[src/rtl/bit_serializer.sv]
// Parallel-to-serial converter with valid/ready intake and a per-bit clock divider.
// Optional odd-parity trailer bit is enabled by defining SERIALIZER_PARITY_EN.
module bit_serializer #(
  parameter int DATA_WIDTH = 8,
  parameter int BIT_DIV    = 1,
  parameter int MSB_FIRST  = 1
) (
  input  logic                  clock,
  input  logic                  reset,
  input  logic [DATA_WIDTH-1:0] data_in,
  input  logic                  data_valid,
  output logic                  data_ready,
  output logic                  sequence_out,
  output logic                  bit_valid,
  output logic                  busy
);

  localparam int               CNT_W    = (DATA_WIDTH > 1) ? $clog2(DATA_WIDTH) : 1;
  localparam logic [CNT_W-1:0] BIT_LAST = CNT_W'(DATA_WIDTH - 1);
  localparam logic [7:0]       DIV_LAST = 8'(BIT_DIV - 1);

`ifdef SERIALIZER_PARITY_EN
  typedef enum logic [1:0] {IDLE = 2'd0, SHIFT = 2'd1, PARITY = 2'd2} state_t;
`else
  typedef enum logic [1:0] {IDLE = 2'd0, SHIFT = 2'd1} state_t;
`endif

  state_t                  state_r;
  logic [DATA_WIDTH-1:0]   shift_r;
  logic [CNT_W-1:0]        bit_cnt_r;
  logic [7:0]              div_cnt_r;
  logic                    last_clk_s;
  logic                    final_s;
  logic                    data_ready_s;
  logic                    xfer_s;
`ifdef SERIALIZER_PARITY_EN
  logic                    parity_r;

  function automatic logic odd_parity(input logic [DATA_WIDTH-1:0] word);
    return ~(^word);
  endfunction
`endif

  // The bit leaving the word first, and the word after that bit is consumed.
  function automatic logic head_bit(input logic [DATA_WIDTH-1:0] word);
    if (MSB_FIRST != 0) begin
      return word[DATA_WIDTH-1];
    end else begin
      return word[0];
    end
  endfunction

  function automatic logic [DATA_WIDTH-1:0] advance(input logic [DATA_WIDTH-1:0] word);
    if (MSB_FIRST != 0) begin
      return {word[DATA_WIDTH-2:0], 1'b0};
    end else begin
      return {1'b0, word[DATA_WIDTH-1:1]};
    end
  endfunction

  // Ready in IDLE and on the last clock of the last bit, so words can stream gap-free.
  always_comb begin
    last_clk_s = (div_cnt_r == DIV_LAST);
    final_s    = 1'b0;
    case (state_r)
`ifdef SERIALIZER_PARITY_EN
      SHIFT:   final_s = 1'b0;
      PARITY:  final_s = last_clk_s;
`else
      SHIFT:   final_s = last_clk_s && (bit_cnt_r == BIT_LAST);
`endif
      default: final_s = 1'b0;
    endcase
    data_ready_s = (state_r == IDLE) || final_s;
    xfer_s       = data_valid && data_ready_s;
  end

  assign data_ready = data_ready_s;

  // Serializer FSM with registered serial outputs.
  always_ff @(posedge clock) begin
    if (reset) begin
      state_r      <= IDLE;
      shift_r      <= '0;
      bit_cnt_r    <= '0;
      div_cnt_r    <= 8'd0;
      sequence_out <= 1'b0;
      bit_valid    <= 1'b0;
      busy         <= 1'b0;
`ifdef SERIALIZER_PARITY_EN
      parity_r     <= 1'b0;
`endif
    end else if (xfer_s) begin
      // The first bit is presented directly so it appears the cycle after the transfer.
      state_r      <= SHIFT;
      shift_r      <= advance(data_in);
      bit_cnt_r    <= '0;
      div_cnt_r    <= 8'd0;
      sequence_out <= head_bit(data_in);
      bit_valid    <= 1'b1;
      busy         <= 1'b1;
`ifdef SERIALIZER_PARITY_EN
      parity_r     <= odd_parity(data_in);
`endif
    end else begin
      case (state_r)
        IDLE: begin
          sequence_out <= 1'b0;
          bit_valid    <= 1'b0;
          busy         <= 1'b0;
        end
        SHIFT: begin
          if (!last_clk_s) begin
            div_cnt_r <= div_cnt_r + 8'd1;
          end else if (bit_cnt_r != BIT_LAST) begin
            bit_cnt_r    <= bit_cnt_r + {{(CNT_W-1){1'b0}}, 1'b1};
            div_cnt_r    <= 8'd0;
            sequence_out <= head_bit(shift_r);
            shift_r      <= advance(shift_r);
          end else begin
`ifdef SERIALIZER_PARITY_EN
            state_r      <= PARITY;
            div_cnt_r    <= 8'd0;
            sequence_out <= parity_r;
`else
            state_r      <= IDLE;
            sequence_out <= 1'b0;
            bit_valid    <= 1'b0;
            busy         <= 1'b0;
`endif
          end
        end
`ifdef SERIALIZER_PARITY_EN
        PARITY: begin
          if (!last_clk_s) begin
            div_cnt_r <= div_cnt_r + 8'd1;
          end else begin
            state_r      <= IDLE;
            sequence_out <= 1'b0;
            bit_valid    <= 1'b0;
            busy         <= 1'b0;
          end
        end
`endif
        default: begin
          state_r      <= IDLE;
          sequence_out <= 1'b0;
          bit_valid    <= 1'b0;
          busy         <= 1'b0;
        end
      endcase
    end
  end

endmodule

[config.mk]
export PLATFORM = sky130hd
export DESIGN_NAME = bit_serializer
export DESIGN_NICKNAME = d
export VERILOG_FILES = /design/src/rtl/bit_serializer.sv
export SDC_FILE = /design/constraint.sdc
export NUM_CORES = 1
export LEC_CHECK = 0
export BUFFER_PORTS_ARGS = -buffer_cell sky130_fd_sc_hd__buf_2
export CAP_MARGIN = 20
export CORE_MARGIN = 2
export CORE_UTILIZATION = 33
export CTS_CLUSTER_SIZE = 24
export DETAILED_ROUTE_END_ITERATION = 8
export SLEW_MARGIN = 20
export SYNTH_ARGS = -nofsm -noshare
export SYNTH_HDL_FRONTEND = slang
export SYNTH_SLANG_ARGS = --single-unit
[constraint.sdc]
create_clock -name clock -period 1.7 [get_ports clock]
set_input_delay 0.255 -clock clock [delete_from_list [all_inputs] [get_ports clock]]
set_output_delay 0.255 -clock clock [all_outputs]
set_load 0.05 [all_outputs]
# After elaboration in Yosys (flattened, before gate mapping)
# Cells that the tools add are included.
# W data, S select, Z words.
dict set report totals {
  latch_bits 0
  ff_bits 22
  mem_count 0
  inputBits 11
  out_inout_bits 4
  ram_bits 0
  elab_cells 53
  rom_bits 0
}
dict set report op_classes {
  shifts 0
  n_mux 19
  eq_ne 9
  magnitude_cmp 0
  reduce_logical 15
  bitwise_logic 1
  div_mod_pow 0
  multipliers 0
  addsub 2
}
# op count
set op_table {}
lappend op_table {{$mux W8} 6}
lappend op_table {{$reduce_and A3 Y1} 4}
lappend op_table {{$mux W1} 10}
lappend op_table {{$ne A3 B3 Y1 const B} 3}
lappend op_table {{$add A8 B1 Y8 const B} 1}
lappend op_table {{$logic_not A8 Y1} 1}
lappend op_table {{$ne A2 B2 Y1 const B} 3}
lappend op_table {{$reduce_bool A2 Y1} 3}
lappend op_table {{$mux W2} 2}
lappend op_table {{$pmux W2 S2} 1}
lappend op_table {{$reduce_and A2 Y1} 2}
lappend op_table {{$add A3 B1 Y3 const B} 1}
lappend op_table {{$eq A3 B3 Y1 const B} 1}
lappend op_table {{$eq A2 B1 Y1 const B} 1}
lappend op_table {{$logic_and A1 B1 Y1} 2}
lappend op_table {{$logic_not A2 Y1} 1}
lappend op_table {{$ne A2 B1 Y1 const B} 1}
lappend op_table {{$reduce_or A2 Y1} 1}
lappend op_table {{$logic_or A1 B1 Y1} 1}
lappend op_table {{$not A1 Y1} 1}

# Longest topological paths before layout
# Gate-level depths: netlist (run 1).
dict set report depth {
  depth_word 7
  ltp_mapped 8
  mapped_depth_nobuf 7
}

# Worst setup path before layout (run 1)
# Ideal clock, no wire load.
dict set report synth_timing {
  kind {flip-flop to flip-flop}
  startpoint {register div_cnt_r[0]}
  endpoint {register shift_r[2]}
  stages_incl_launch_ff 9
  setup_ns 0.118
  n_path_buf 1
  period_less_slack_ns 1.765
  setup_slack_ns -0.065
  required_ns 1.582
  arrival_ns 1.647
  path_cell_list {dfxtp_1 inv_1 ha_1 nor4b_4 a31oi_4 inv_2 a21o_1 buf_4 o2bb2ai_1}
}
dict set report synth_between {
  elab_chain_cells 7
  word_cells_on_any_way 10
  classes_between {2 x mux; 8 x reduce/logical}
}
# item line
set synth_lines {}
lappend synth_lines {{start, declared} 31} ;# logic [7:0] div_cnt_r;
lappend synth_lines {{start signal, assigned} 114} ;# div_cnt_r <= div_cnt_r + 8'd1;
lappend synth_lines {{$logic_not A8 Y1 (*)} 63} ;# last_clk_s = (div_cnt_r == DIV_LAST);
lappend synth_lines {{$logic_and A1 B1 Y1 (*)} 70} ;# SHIFT: final_s = last_clk_s && (bit_cnt_r == BIT_LAST);
lappend synth_lines {{$mux W1 (*)} 65} ;# case (state_r)
lappend synth_lines {{$logic_or A1 B1 Y1 (*)} 74} ;# data_ready_s = (state_r == IDLE) || final_s;
lappend synth_lines {{named net data_ready} 12} ;# output logic data_ready,
lappend synth_lines {{$logic_and A1 B1 Y1 (*)} 75} ;# xfer_s = data_valid && data_ready_s;
lappend synth_lines {{$reduce_bool A2 Y1 (no line)} -}
lappend synth_lines {{$reduce_and A3 Y1 (no line)} -}
lappend synth_lines {{end signal, assigned} 96} ;# shift_r <= advance(data_in);
lappend synth_lines {{end signal, assigned} 119} ;# shift_r <= advance(shift_r);
lappend synth_lines {{end, declared} 29} ;# logic [DATA_WIDTH-1:0] shift_r;
# The timed path passes the listed nets; every way through them passes the cells marked *.
# A chain may end at the register's enable or synchronous reset.

# Worst setup path after layout (run 1)
dict set report layout_timing {
  startpoint {register div_cnt_r[0]}
  endpoint {output port data_ready}
}
dict set report layout_between {
  elab_chain_cells 4
}
# item line
set layout_lines {}
lappend layout_lines {{$logic_not A8 Y1} 63}
lappend layout_lines {{$logic_and A1 B1 Y1} 70}
lappend layout_lines {{$mux W1} 65}
lappend layout_lines {{$logic_or A1 B1 Y1} 74}
lappend layout_lines {{end, declared} 12}
# No other way between the ends.

==> results of run 1 <==
-- registers in the layout (all words and copies together) (netlist names) --
register      count
div_cnt_r         8
shift_r           7
bit_cnt_r         3
busy              1
sequence_out      1
state_r           1
-- area by class of cell --
class	instances	area share
Clock buffer	3	0.01687
Timing Repair Buffer	30	0.1706
Inverter	5	0.01593
Tap cell	31	0.02905
Clock inverter	1	0.003749
Sequential cell	21	0.3177
Multi-Input combinational cell	66	0.4461
-- synth_stat cells, drive strengths merged, types with 3 or more instances --
library cell | instances | area [um^2]
inv | 5 | 18.76
nand2 | 3 | 11.26
xor2 | 6 | 52.55
ha | 4 | 50.05
buf | 3 | 20.01
o2bb2ai | 7 | 61.31
nor2 | 14 | 52.55
dfxtp | 21 | 420.4
nand3 | 4 | 20.02
mux2i | 9 | 90.09
-- repair_timing --
item,in CTS,in global routing
setup endpoints to repair,1,18
cloned,0,1
resized for setup,13,11
buffers inserted,3,2
pin swaps,2,4
-- worst paths after layout --
| kind | from | slack, ns | cells after the start | end |
|---|---|---|---|---|
| max | div_cnt_r[0] | -0.02 | 6 | data_ready |
| max reg2reg | bit_cnt_r[0] | 0.05 | 8 | shift_r[3] |
| min | data_in[4] | 0.14 | 2 | shift_r[5] |
| min reg2reg | busy | 0.48 | 2 | busy |
-- worst max-delay path, stage by stage (launching register included) --
cell,delay (ns)
sky130_fd_sc_hd__dfxtp_2,0.35
sky130_fd_sc_hd__inv_2,0.07
sky130_fd_sc_hd__ha_4,0.12
sky130_fd_sc_hd__nor4b_4,0.26
sky130_fd_sc_hd__a31oi_4,0.15
sky130_fd_sc_hd__inv_4,0.09
sky130_fd_sc_hd__buf_8,0.14
-- layer usage --
metal,vias to the layer above,global-route usage
li1,406,-
met1,368,0.1503
met2,13,0.2127
met3,2,0.04585
met4,0,0.05844
met5,-,0
-- through the flow --
stage / TNS (ns) / cells / total power, uW / area, um^2
2_1_floorplan: 0 / 95 / 616.5 / 1003
5_1_grt: -0.3559 / 157 / 957.8 / 1335
3_3_place_gp: 0 / 147 / 655.7 / 1180
6_report: -0.02389 / 157 / 913.2 / 1335
3_5_place_dp: 0 / 147 / 658.7 / 1180
4_1_cts: -0.03989 / 154 / 913.0 / 1271
-- where the power goes --
part | switching, uW | internal (uW)
Combinational | 76.3 | 72.4
Clock | 156 | 87.8
Sequential | 11.3 | 510
Total | 243 | 670
-- kinds of logic (layout without fill, tap and decap cells) --
group	Yosys count	in the layout
and+or+nand+nor	29	29
DFF	21	21
AOI/OAI and AO/OA	17	17
muxes	9	9
buffers and inverters	8	39
xor gates and xnor gates	7	7
adders and majority gates	4	4
==> summary.json, run 1 <==
{
  "outcome": {"value": "finished with violations"},
  "violated_checks": {"value": "negative setup slack"},
  "final-hold-violation-count": {"value": 0},
  "gp_routability_congestion": {"value": 0.7523},
  "cp-end-kind": {"value": "output port"},
  "rsz_0062_raised_after_global_routing": {"value": "yes"},
  "clk_transition_reported_paths": {"value": 0.12, "unit": "ns"},
  "fin_util": {"value": 0.4719},
  "critical_path_arrival": {"value": 1.47, "unit": "ns"},
  "clock_sinks": {"value": 21},
  "floorplan.core_area": {"value": 0.002829, "unit": "mm^2"},
  "drt-initial-drc-count": {"value": 9},
  "vias_in_the_first_global_route": {"value": 770},
  "dp.final_hpwl": {"value": 1380, "unit": "um"},
  "port_buffers": {"value": 14},
  "synth_edf_count": {"value": 0},
  "die_h": {"value": 59.08, "unit": "um"},
  "synthSimpleGateAreaFrac": {"value": 0.1712},
  "dominantRegCellSynth": {"value": "sky130_fd_sc_hd__dfxtp_1"},
  "die_width": {"value": 59.08, "unit": "um"},
  "pin_count_of_the_biggest_net_entering_global_routing": {"value": 13},
  "htreeDepth": {"value": 1},
  "netlist-cell-type-count": {"value": 29},
  "synth_top_family_by_area": {"value": "simple AND/OR/NAND/NOR gates"},
  "worst_setup_path_start_kind": {"value": "register"},
  "dpl_worst_slack": {"value": 0.05913, "unit": "ns"},
  "maxCapViolCount": {"value": 0},
  "drt-vias-per-instance": {"value": 5.025},
  "overflow": {"value": 0},
  "cts_hold_buf": {"value": 0},
  "postSynthNetCount": {"value": 110},
  "start_util": {"value": 0.3538},
  "cellPowerDensity": {"value": 684.0, "unit": "mW/mm^2"},
  "antenna_found_initial": {"value": 0},
  "post-route-drc-count": {"value": 0},
  "worst_slew_pin_slew": {"value": 0.2963, "unit": "ns"},
  "top_layer": {"value": "met4"},
  "floorplan.die_area": {"value": 0.003490, "unit": "mm^2"},
  "firstDrtPassIters": {"value": 4},
  "seq_area": {"value": 424.2, "unit": "um^2"},
  "slew_headroom": {"value": 0.8021},
  "wl_met2": {"value": 987, "unit": "um"},
  "share_of_synthesized_area_spent_on_multiplexers": {"value": 0.09000},
  "num_antenna_cells": {"value": 0},
  "multi_input_logic_area": {"value": 595.6, "unit": "um^2"},
  "clock_tree_from_tritoncts": {"value": "built"},
  "critical_path.max_fanout": {"value": 2},
  "clock_tree.root_cell": {"value": "sky130_fd_sc_hd__clkbuf_4"},
  "slew_viol_final": {"value": 0},
  "finalHoldWorstSlack": {"value": 0.1381, "unit": "ns"},
  "routed_wl": {"value": 1956, "unit": "um"},
  "wire_length_of_the_first_global_routing_pass": {"value": 3339, "unit": "um"},
  "yosysSeqAreaShare": {"value": 0.4200},
  "synth_adder_area_share": {"value": 0.05000},
  "hp-class": {"value": "in2reg"},
  "number_of_nets_in_the_layout": {"value": 142},
  "timing.fmax": {"value": 580.1, "unit": "MHz"},
  "synth-seq-cells": {"value": 21},
  "wl_per_cell": {"value": 12.46, "unit": "um"},
  "async_flop_share": {"value": 0},
  "mostFrequentLayoutCells": {"value": "18 x sky130_fd_sc_hd__dfxtp_1, 14 x sky130_fd_sc_hd__nor2_1, 13 x sky130_fd_sc_hd__buf_2"},
  "setup_viol": {"value": 1},
  "syn-cell-area": {"value": 0.001001, "unit": "mm^2"},
  "wl_met1": {"value": 859, "unit": "um"},
  "boundaryPins": {"value": 15},
  "global_route.usage.total": {"value": 0.1293},
  "area_delta_synth_final": {"value": 33.37, "unit": "%"},
  "critical_path_required": {"value": 1.44, "unit": "ns"},
  "rows": {"value": 19},
  "post_route_cells_drive_above_1_share": {"value": 0.4365},
  "most_frequent_standard_cell_in_the_layout_excluding_fill_and_tap_cells": {"value": "sky130_fd_sc_hd__dfxtp_1"},
  "layout_setup_ws": {"value": -0.02389, "unit": "ns"},
  "postSynthAreaPerCell": {"value": 10.54, "unit": "um^2"},
  "synth-compound-area-share": {"value": 0.1688},
  "vias": {"value": 789},
  "clock_latency_at_the_later_pin_of_the_worst_skew_pair": {"value": 0.31, "unit": "ns"},
  "min_period": {"value": 1.724, "unit": "ns"},
  "yosysWarnings": {"value": 0},
  "filler_cell_count": {"value": 267},
  "final_ant_viol_nets": {"value": 0},
  "clockBufferDepth": {"value": 2},
  "standby_leakage_power": {"value": 0.0005739, "unit": "uW"},
  "number_of_instances_in_the_synthesized_netlist": {"value": 95},
  "path_class": {"value": "reg2out"},
  "routed-wl-met3": {"value": 87, "unit": "um"},
  "final.period_utilization": {"value": 1.014},
  "vdd.ir_drop.worst": {"value": 0.0003744, "unit": "V"},
  "timing.clock.skew": {"value": 0.003400, "unit": "ns"},
  "cts-buffers-inserted": {"value": 3},
  "post_synth_xor_area_fraction": {"value": 0.06125}
}
(Power assumes the default switching activity.)
==> run 2: changes to the inputs <==
--- a/config.mk
+++ b/config.mk
@@ -7,11 +7,15 @@
 export LEC_CHECK = 0
 export BUFFER_PORTS_ARGS = -buffer_cell sky130_fd_sc_hd__buf_2
 export CAP_MARGIN = 20
+export CELL_PAD_IN_SITES_DETAIL_PLACEMENT = 1
+export CELL_PAD_IN_SITES_GLOBAL_PLACEMENT = 1
 export CORE_MARGIN = 2
 export CORE_UTILIZATION = 33
 export CTS_CLUSTER_SIZE = 24
 export DETAILED_ROUTE_END_ITERATION = 8
+export PLACE_DENSITY_LB_ADDON = 0.1
 export SLEW_MARGIN = 20
 export SYNTH_ARGS = -nofsm -noshare
 export SYNTH_HDL_FRONTEND = slang
 export SYNTH_SLANG_ARGS = --single-unit
+export TNS_END_PERCENT = 1
==> run 2 against run 1 <==
The run still ends with negative setup slack left. Core utilization shrank 1.2 points. Critical endpoint unchanged. Die area is the same. Global-route usage grew 1.5 points. Highest routed layer unchanged. First-iteration DRC count grew 44%. Largest cell class unchanged. Via count shrank 2.2%.
==> summary.json, run 2 (same netlist as run 1, synthesis figures left out) <==
{
  "timing.fmax": {"value": 577.8, "unit": "MHz"},
  "placedCellCount": {"value": 147},
  "floorplan.core_area": {"value": 0.002829, "unit": "mm^2"},
  "cp_num_buf_inv": {"value": 3},
  "met3_usage": {"value": 0.04585},
  "gp_routability_congestion": {"value": 0.7678},
  "vias": {"value": 772},
  "met1_usage": {"value": 0.1794},
  "drt-vias-per-instance": {"value": 4.981},
  "filler_cell_count": {"value": 321},
  "boundaryPins": {"value": 15},
  "largest_register_ff_count": {"value": 8},
  "most_frequent_standard_cell_in_the_layout_excluding_fill_and_tap_cells": {"value": "sky130_fd_sc_hd__dfxtp_1"},
  "layout_setup_ws": {"value": -0.03065, "unit": "ns"},
  "pin_count_of_the_biggest_net_entering_global_routing": {"value": 13},
  "cellPowerDensity": {"value": 696.8, "unit": "mW/mm^2"},
  "vias_in_the_first_global_route": {"value": 768},
  "port_buffers": {"value": 14},
  "dp.final_hpwl": {"value": 1514, "unit": "um"},
  "path_cells": {"value": "inv_2 > ha_4 > nor4b_4 > a31oi_4 > inv_4 > buf_8"},
  "start_util": {"value": 0.3538},
  "post_route_cells_drive_above_1_share": {"value": 0.4113},
  "die_width": {"value": 59.08, "unit": "um"},
  "worst_setup_path_start_kind": {"value": "register"},
  "standby_leakage_power": {"value": 0.0005616, "unit": "uW"},
  "cpLargestDelayFamily": {"value": "flip-flops"},
  "seq_area": {"value": 424.2, "unit": "um^2"},
  "vdd.ir_drop.worst": {"value": 0.0004056, "unit": "V"},
  "path_class": {"value": "reg2out"},
  "finalHoldWorstSlack": {"value": 0.1366, "unit": "ns"},
  "violated_checks": {"value": "negative setup slack"},
  "rows": {"value": 19},
  "post-route-drc-count": {"value": 0},
  "cp-end-kind": {"value": "output port"},
  "final.period_utilization": {"value": 1.018},
  "design_area": {"value": 0.001301, "unit": "mm^2"},
  "hp-class": {"value": "in2reg"},
  "cpPeakStageDelay": {"value": 0.35, "unit": "ns"},
  "global_route.usage.total": {"value": 0.1442},
  "critical_path_arrival": {"value": 1.48, "unit": "ns"},
  "multi_input_logic_area": {"value": 575.6, "unit": "um^2"},
  "area_delta_synth_final": {"value": 30.00, "unit": "%"},
  "min_period": {"value": 1.731, "unit": "ns"},
  "clock_tree_from_tritoncts": {"value": "built"},
  "number_of_nets_in_the_layout": {"value": 140},
  "clockBufferDepth": {"value": 2},
  "cts-buffers-inserted": {"value": 3},
  "post_layout_nonfiller_instances": {"value": 155},
  "htreeDepth": {"value": 1},
  "final-hold-violation-count": {"value": 0},
  "routed_wl": {"value": 2182, "unit": "um"},
  "slew_headroom": {"value": 0.7931},
  "slew_viol_final": {"value": 0},
  "largest_registers": {"value": "div_cnt_r: 8 flops, shift_r: 7 flops, bit_cnt_r: 3 flops"},
  "global_route.peak_usage_layer": {"value": "met2"},
  "clock_sinks": {"value": 21},
  "floorplan.die_area": {"value": 0.003490, "unit": "mm^2"},
  "num_antenna_cells": {"value": 0},
  "critical_path_required": {"value": 1.44, "unit": "ns"},
  "mostFrequentLayoutCells": {"value": "18 x sky130_fd_sc_hd__dfxtp_1, 13 x sky130_fd_sc_hd__nor2_1, 13 x sky130_fd_sc_hd__buf_2"},
  "cts_hold_buf": {"value": 0},
  "clk_transition_reported_paths": {"value": 0.12, "unit": "ns"},
  "worst_slew_pin_slew": {"value": 0.3103, "unit": "ns"},
  "timing.clock.skew": {"value": 0.001937, "unit": "ns"},
  "clock_latency_at_the_later_pin_of_the_worst_skew_pair": {"value": 0.31, "unit": "ns"},
  "clock_tree.root_cell": {"value": "sky130_fd_sc_hd__clkbuf_4"},
  "setup_viol": {"value": 1},
  "wl_per_cell": {"value": 14.08, "unit": "um"},
  "crit_path_max_delay_cell_type": {"value": "sky130_fd_sc_hd__dfxtp_2"},
  "overflow": {"value": 0},
  "drt-initial-drc-count": {"value": 13},
  "die_h": {"value": 59.08, "unit": "um"},
  "outcome": {"value": "finished with violations"},
  "maxCapViolCount": {"value": 0},
  "final_ant_viol_nets": {"value": 0},
  "critical_path.max_fanout": {"value": 2},
  "wire_length_of_the_first_global_routing_pass": {"value": 3698, "unit": "um"},
  "firstDrtPassIters": {"value": 4},
  "rsz_0062_raised_after_global_routing": {"value": "yes"},
  "largest_register": {"value": "div_cnt_r"},
  "antenna_found_initial": {"value": 0},
  "dpl-instance-area": {"value": 0.001192, "unit": "mm^2"},
  "globalRouteMet2Util": {"value": 0.2254}
}
run 2: cell type report:
type / instances / share of cell area
multi-input cells: 66 / 0.4423
flip-flops and latches: 21 / 0.3260
repair buffers: 28 / 0.1644
well taps: 31 / 0.02981
clock buffers: 3 / 0.01731
inverters: 5 / 0.01635
clock inverters: 1 / 0.003846
run 2: worst paths after layout:
kind	start	endpoint	slack, ns	cells past startpoint
hold / removal	data_in[6]	shift_r[7]	0.14	2
setup reg to reg	bit_cnt_r[0]	shift_r[2]	0.04	8
hold reg to reg	busy	busy	0.48	2
setup / recovery	div_cnt_r[1]	data_ready	-0.03	6
run 2: where the power goes:
group	leakage, uW	internal (uW)	switching, uW	total (uW)
logic	0.000371	66.9	73.2	140
clock network	0.0000177	87.9	158	245
registers	0.000172	510	11.3	521
run 2: layer usage:
| layer | share of wire | routed length, um | vias to the layer above |
|---|---|---|---|
| li1 | - | - | 399 |
| met1 | 0.45 | 982 | 359 |
| met2 | 0.50 | 1095 | 9 |
| met3 | 0.030 | 65 | 5 |
| met4 | 0.017 | 38 | 0 |
| met5 | 0 | 0 | - |
run 2: per-stage QoR:
step                      power (uW)    util  setup TNS, ns  worst slack (ns)
after floorplan                616.5       -              0           0.01029
after global routing           972.5  0.4600        -0.6734           -0.1472
after detailed placement       662.9  0.4215              0           0.02557
final                          906.7  0.4600       -0.03065          -0.03065
after CTS                      925.8  0.4467       -0.06951          -0.06951
after global placement         660.9  0.4215              0           0.06870
run 2: timing repair:
action                                 in CTS  in global routing
buffers inserted                            3                  1
setup endpoints to repair                   1                 18
gates cloned                                0                  0
pin swaps                                   1                  3
endpoints found under the hold margin       0                  0
gates resized for setup                     7                  9
==> run 3: changes to the inputs <==
==> constraint.sdc (replaced) <==
create_clock -name clock -period 1.63 [get_ports clock]
set_input_delay 0.2445 -clock clock [delete_from_list [all_inputs] [get_ports clock]]
set_output_delay 0.2445 -clock clock [all_outputs]
set_load 0.05 [all_outputs]
==> run 3 against run 2 <==
The flow still finishes with violations (negative setup slack). First-iteration DRC count rose by 46%. Flip-flop and latch count unchanged. Global-route usage grew 1.3 points. Count of clock-buffer cells in the layout rose by 1. Cell area grew 1.2%. Largest power group unchanged. Register-to-register slack worse by 0.09 ns. Worst setup slack worse by 0.095 ns. Clock skew rose by 0.0032 ns. Non-clock buffer count up 2. Hold slack got worse by 0.010 ns. Die area is the same. Power grew 5.2%.
==> summary.json, run 3 (same netlist as run 1, synthesis figures left out) <==
{
  "outcome": {"value": "finished with violations"},
  "violated_checks": {"value": "negative setup slack"},
  "slew_viol_final": {"value": 0},
  "cellPowerDensity": {"value": 724.5, "unit": "mW/mm^2"},
  "timing.clock.skew": {"value": 0.005100, "unit": "ns"},
  "final.period_utilization": {"value": 1.077},
  "path_cells": {"value": "inv_2 > ha_4 > nor4b_4 > a31oi_4 > inv_4 > buf_8"},
  "min_to": {"value": "sequence_out"},
  "global_route.usage.total": {"value": 0.1573},
  "number_of_nets_in_the_layout": {"value": 142},
  "vias_in_the_first_global_route": {"value": 854},
  "rrSetupSlack": {"value": -0.05, "unit": "ns"},
  "ff2ff_path_depth": {"value": 9},
  "gp_routability_congestion": {"value": 0.7005},
  "post_route_cells_drive_above_1_share": {"value": 0.4286},
  "die_h": {"value": 59.08, "unit": "um"},
  "overflow": {"value": 0},
  "boundaryPins": {"value": 15},
  "wire_length_of_the_first_global_routing_pass": {"value": 3981, "unit": "um"},
  "routed_wl": {"value": 2404, "unit": "um"},
  "largest_register": {"value": "div_cnt_r"},
  "vdd.ir_drop.worst": {"value": 0.0003025, "unit": "V"},
  "dp.final_hpwl": {"value": 1709, "unit": "um"},
  "worst_setup_path_start_kind": {"value": "register"},
  "crit_path_max_delay_cell_type": {"value": "sky130_fd_sc_hd__dfxtp_2"},
  "floorplan.core_area": {"value": 0.002829, "unit": "mm^2"},
  "critical_path_required": {"value": 1.39, "unit": "ns"},
  "worst_slew_pin_slew": {"value": 0.3162, "unit": "ns"},
  "vias": {"value": 797},
  "most_frequent_standard_cell_in_the_layout_excluding_fill_and_tap_cells": {"value": "sky130_fd_sc_hd__dfxtp_1"},
  "reg2reg_from": {"value": "div_cnt_r[1]"},
  "setup_viol": {"value": 10},
  "drt-initial-drc-count": {"value": 19},
  "layout_setup_ws": {"value": -0.1257, "unit": "ns"},
  "firstDrtPassIters": {"value": 3},
  "final-hold-violation-count": {"value": 0},
  "cp_num_buf_inv": {"value": 3},
  "start_util": {"value": 0.3538},
  "clock_tree_from_tritoncts": {"value": "built"},
  "largest_register_ff_count": {"value": 8},
  "htreeDepth": {"value": 1},
  "hp-class": {"value": "in2reg"},
  "clock_tree.root_cell": {"value": "sky130_fd_sc_hd__clkbuf_4"},
  "slew_headroom": {"value": 0.7883},
  "area_delta_synth_final": {"value": 31.50, "unit": "%"},
  "filler_cell_count": {"value": 338},
  "setup.worst_path.start": {"value": "div_cnt_r[1]"},
  "die_width": {"value": 59.08, "unit": "um"},
  "num_antenna_cells": {"value": 0},
  "mostFrequentLayoutCells": {"value": "18 x sky130_fd_sc_hd__dfxtp_1, 14 x sky130_fd_sc_hd__nor2_1, 13 x sky130_fd_sc_hd__buf_2, 13 x sky130_fd_sc_hd__buf_4, 9 x sky130_fd_sc_hd__mux2i_1"},
  "antenna_found_initial": {"value": 0},
  "rsz_0062_raised_after_global_routing": {"value": "yes"},
  "floorplan.die_area": {"value": 0.003490, "unit": "mm^2"},
  "rows": {"value": 19},
  "timing.fmax": {"value": 569.6, "unit": "MHz"},
  "clock_sinks": {"value": 21},
  "min_path_cells": {"value": 2},
  "port_buffers": {"value": 14},
  "critical_path_arrival": {"value": 1.51, "unit": "ns"},
  "design_area": {"value": 0.001316, "unit": "mm^2"},
  "holdCritStartpoint": {"value": "data_in[7]"},
  "fin_util": {"value": 0.4653},
  "clockBufferDepth": {"value": 2},
  "cpPeakStageDelay": {"value": 0.35, "unit": "ns"},
  "cp-end-kind": {"value": "output port"},
  "finalHoldWorstSlack": {"value": 0.1262, "unit": "ns"},
  "drt-vias-per-instance": {"value": 5.076},
  "maxCapViolCount": {"value": 0},
  "path_class": {"value": "reg2out"},
  "wl_per_cell": {"value": 15.31, "unit": "um"},
  "r2r_end": {"value": "bit_cnt_r[2]"},
  "cts-buffers-inserted": {"value": 3},
  "clock_latency_at_the_later_pin_of_the_worst_skew_pair": {"value": 0.31, "unit": "ns"},
  "dpl_worst_slack": {"value": -0.1122, "unit": "ns"},
  "min_period": {"value": 1.756, "unit": "ns"},
  "critical_path.max_fanout": {"value": 3},
  "pin_count_of_the_biggest_net_entering_global_routing": {"value": 12},
  "largest_registers": {"value": "div_cnt_r: 8 flops, shift_r: 7 flops, bit_cnt_r: 3 flops"},
  "post-route-drc-count": {"value": 0},
  "dpl-instance-area": {"value": 0.001197, "unit": "mm^2"},
  "standby_leakage_power": {"value": 0.0005662, "unit": "uW"},
  "final_ant_viol_nets": {"value": 0},
  "cpLargestDelayFamily": {"value": "flip-flops"},
  "clk_transition_reported_paths": {"value": 0.13, "unit": "ns"}
}
[run 3: per-layer routing]
metal  up-vias  wire [um]  share of wire  global-route usage
met4         0         31          0.013             0.08766
met5         -          0              0                   0
met1       390       1098           0.46              0.1943
met3         2         43          0.018             0.01965
met2         7       1232           0.51              0.2635
li1        398          -              -                   -
[run 3: worst max-delay path by stage]
stage                              end  depth (start not counted)
after floorplan             shift_r[2]                          8
after global placement    div_cnt_r[0]                          7
after detailed placement  div_cnt_r[0]                          7
after CTS                   data_ready                          6
after global routing        data_ready                          6
final                       data_ready                          6
[run 3: through the flow]
| step | std cells | power [uW] | setup TNS, ns |
|---|---|---|---|
| finish | 157 | 953.6 | -0.4400 |
| global route | 157 | 1015 | -1.628 |
| CTS | 157 | 972.0 | -0.4736 |
| detailed placement | 149 | 686.2 | -0.8928 |
| global placement | 149 | 682.3 | -0.01433 |
| floorplan | 95 | 644.3 | -0.07707 |
[run 3: repair_timing]
action | 4_1_cts | 5_1_grt
hold buffers | 0 | 0
setup endpoints to repair | 14 | 20
gates resized for setup | 9 | 6
pin swaps | 2 | 0
setup buffers | 4 | 0
[run 3: layout make-up]
cell class | count | area (um^2) | area share
multi-input cells | 66 | 594.3 | 0.4515
flip-flops and latches | 21 | 424.2 | 0.3222
repair buffers | 30 | 211.5 | 0.1606
well taps | 31 | 38.79 | 0.02947
clock buffers | 4 | 26.28 | 0.01996
inverters | 5 | 21.27 | 0.01616
[run 3: report_power, final]
part / switching [uW] / internal (uW)
registers: 12.9 / 532
logic: 78.7 / 67.2
clock network: 168 / 95.4
[run 3: worst register-to-register path: cells and delay by family (launching register included)]
family	cells	cell delay, ns
flops	1	0.35
simple gates	3	0.40
mux	1	0.19
fa+ha+maj	1	0.12
buf+inv	4	0.52
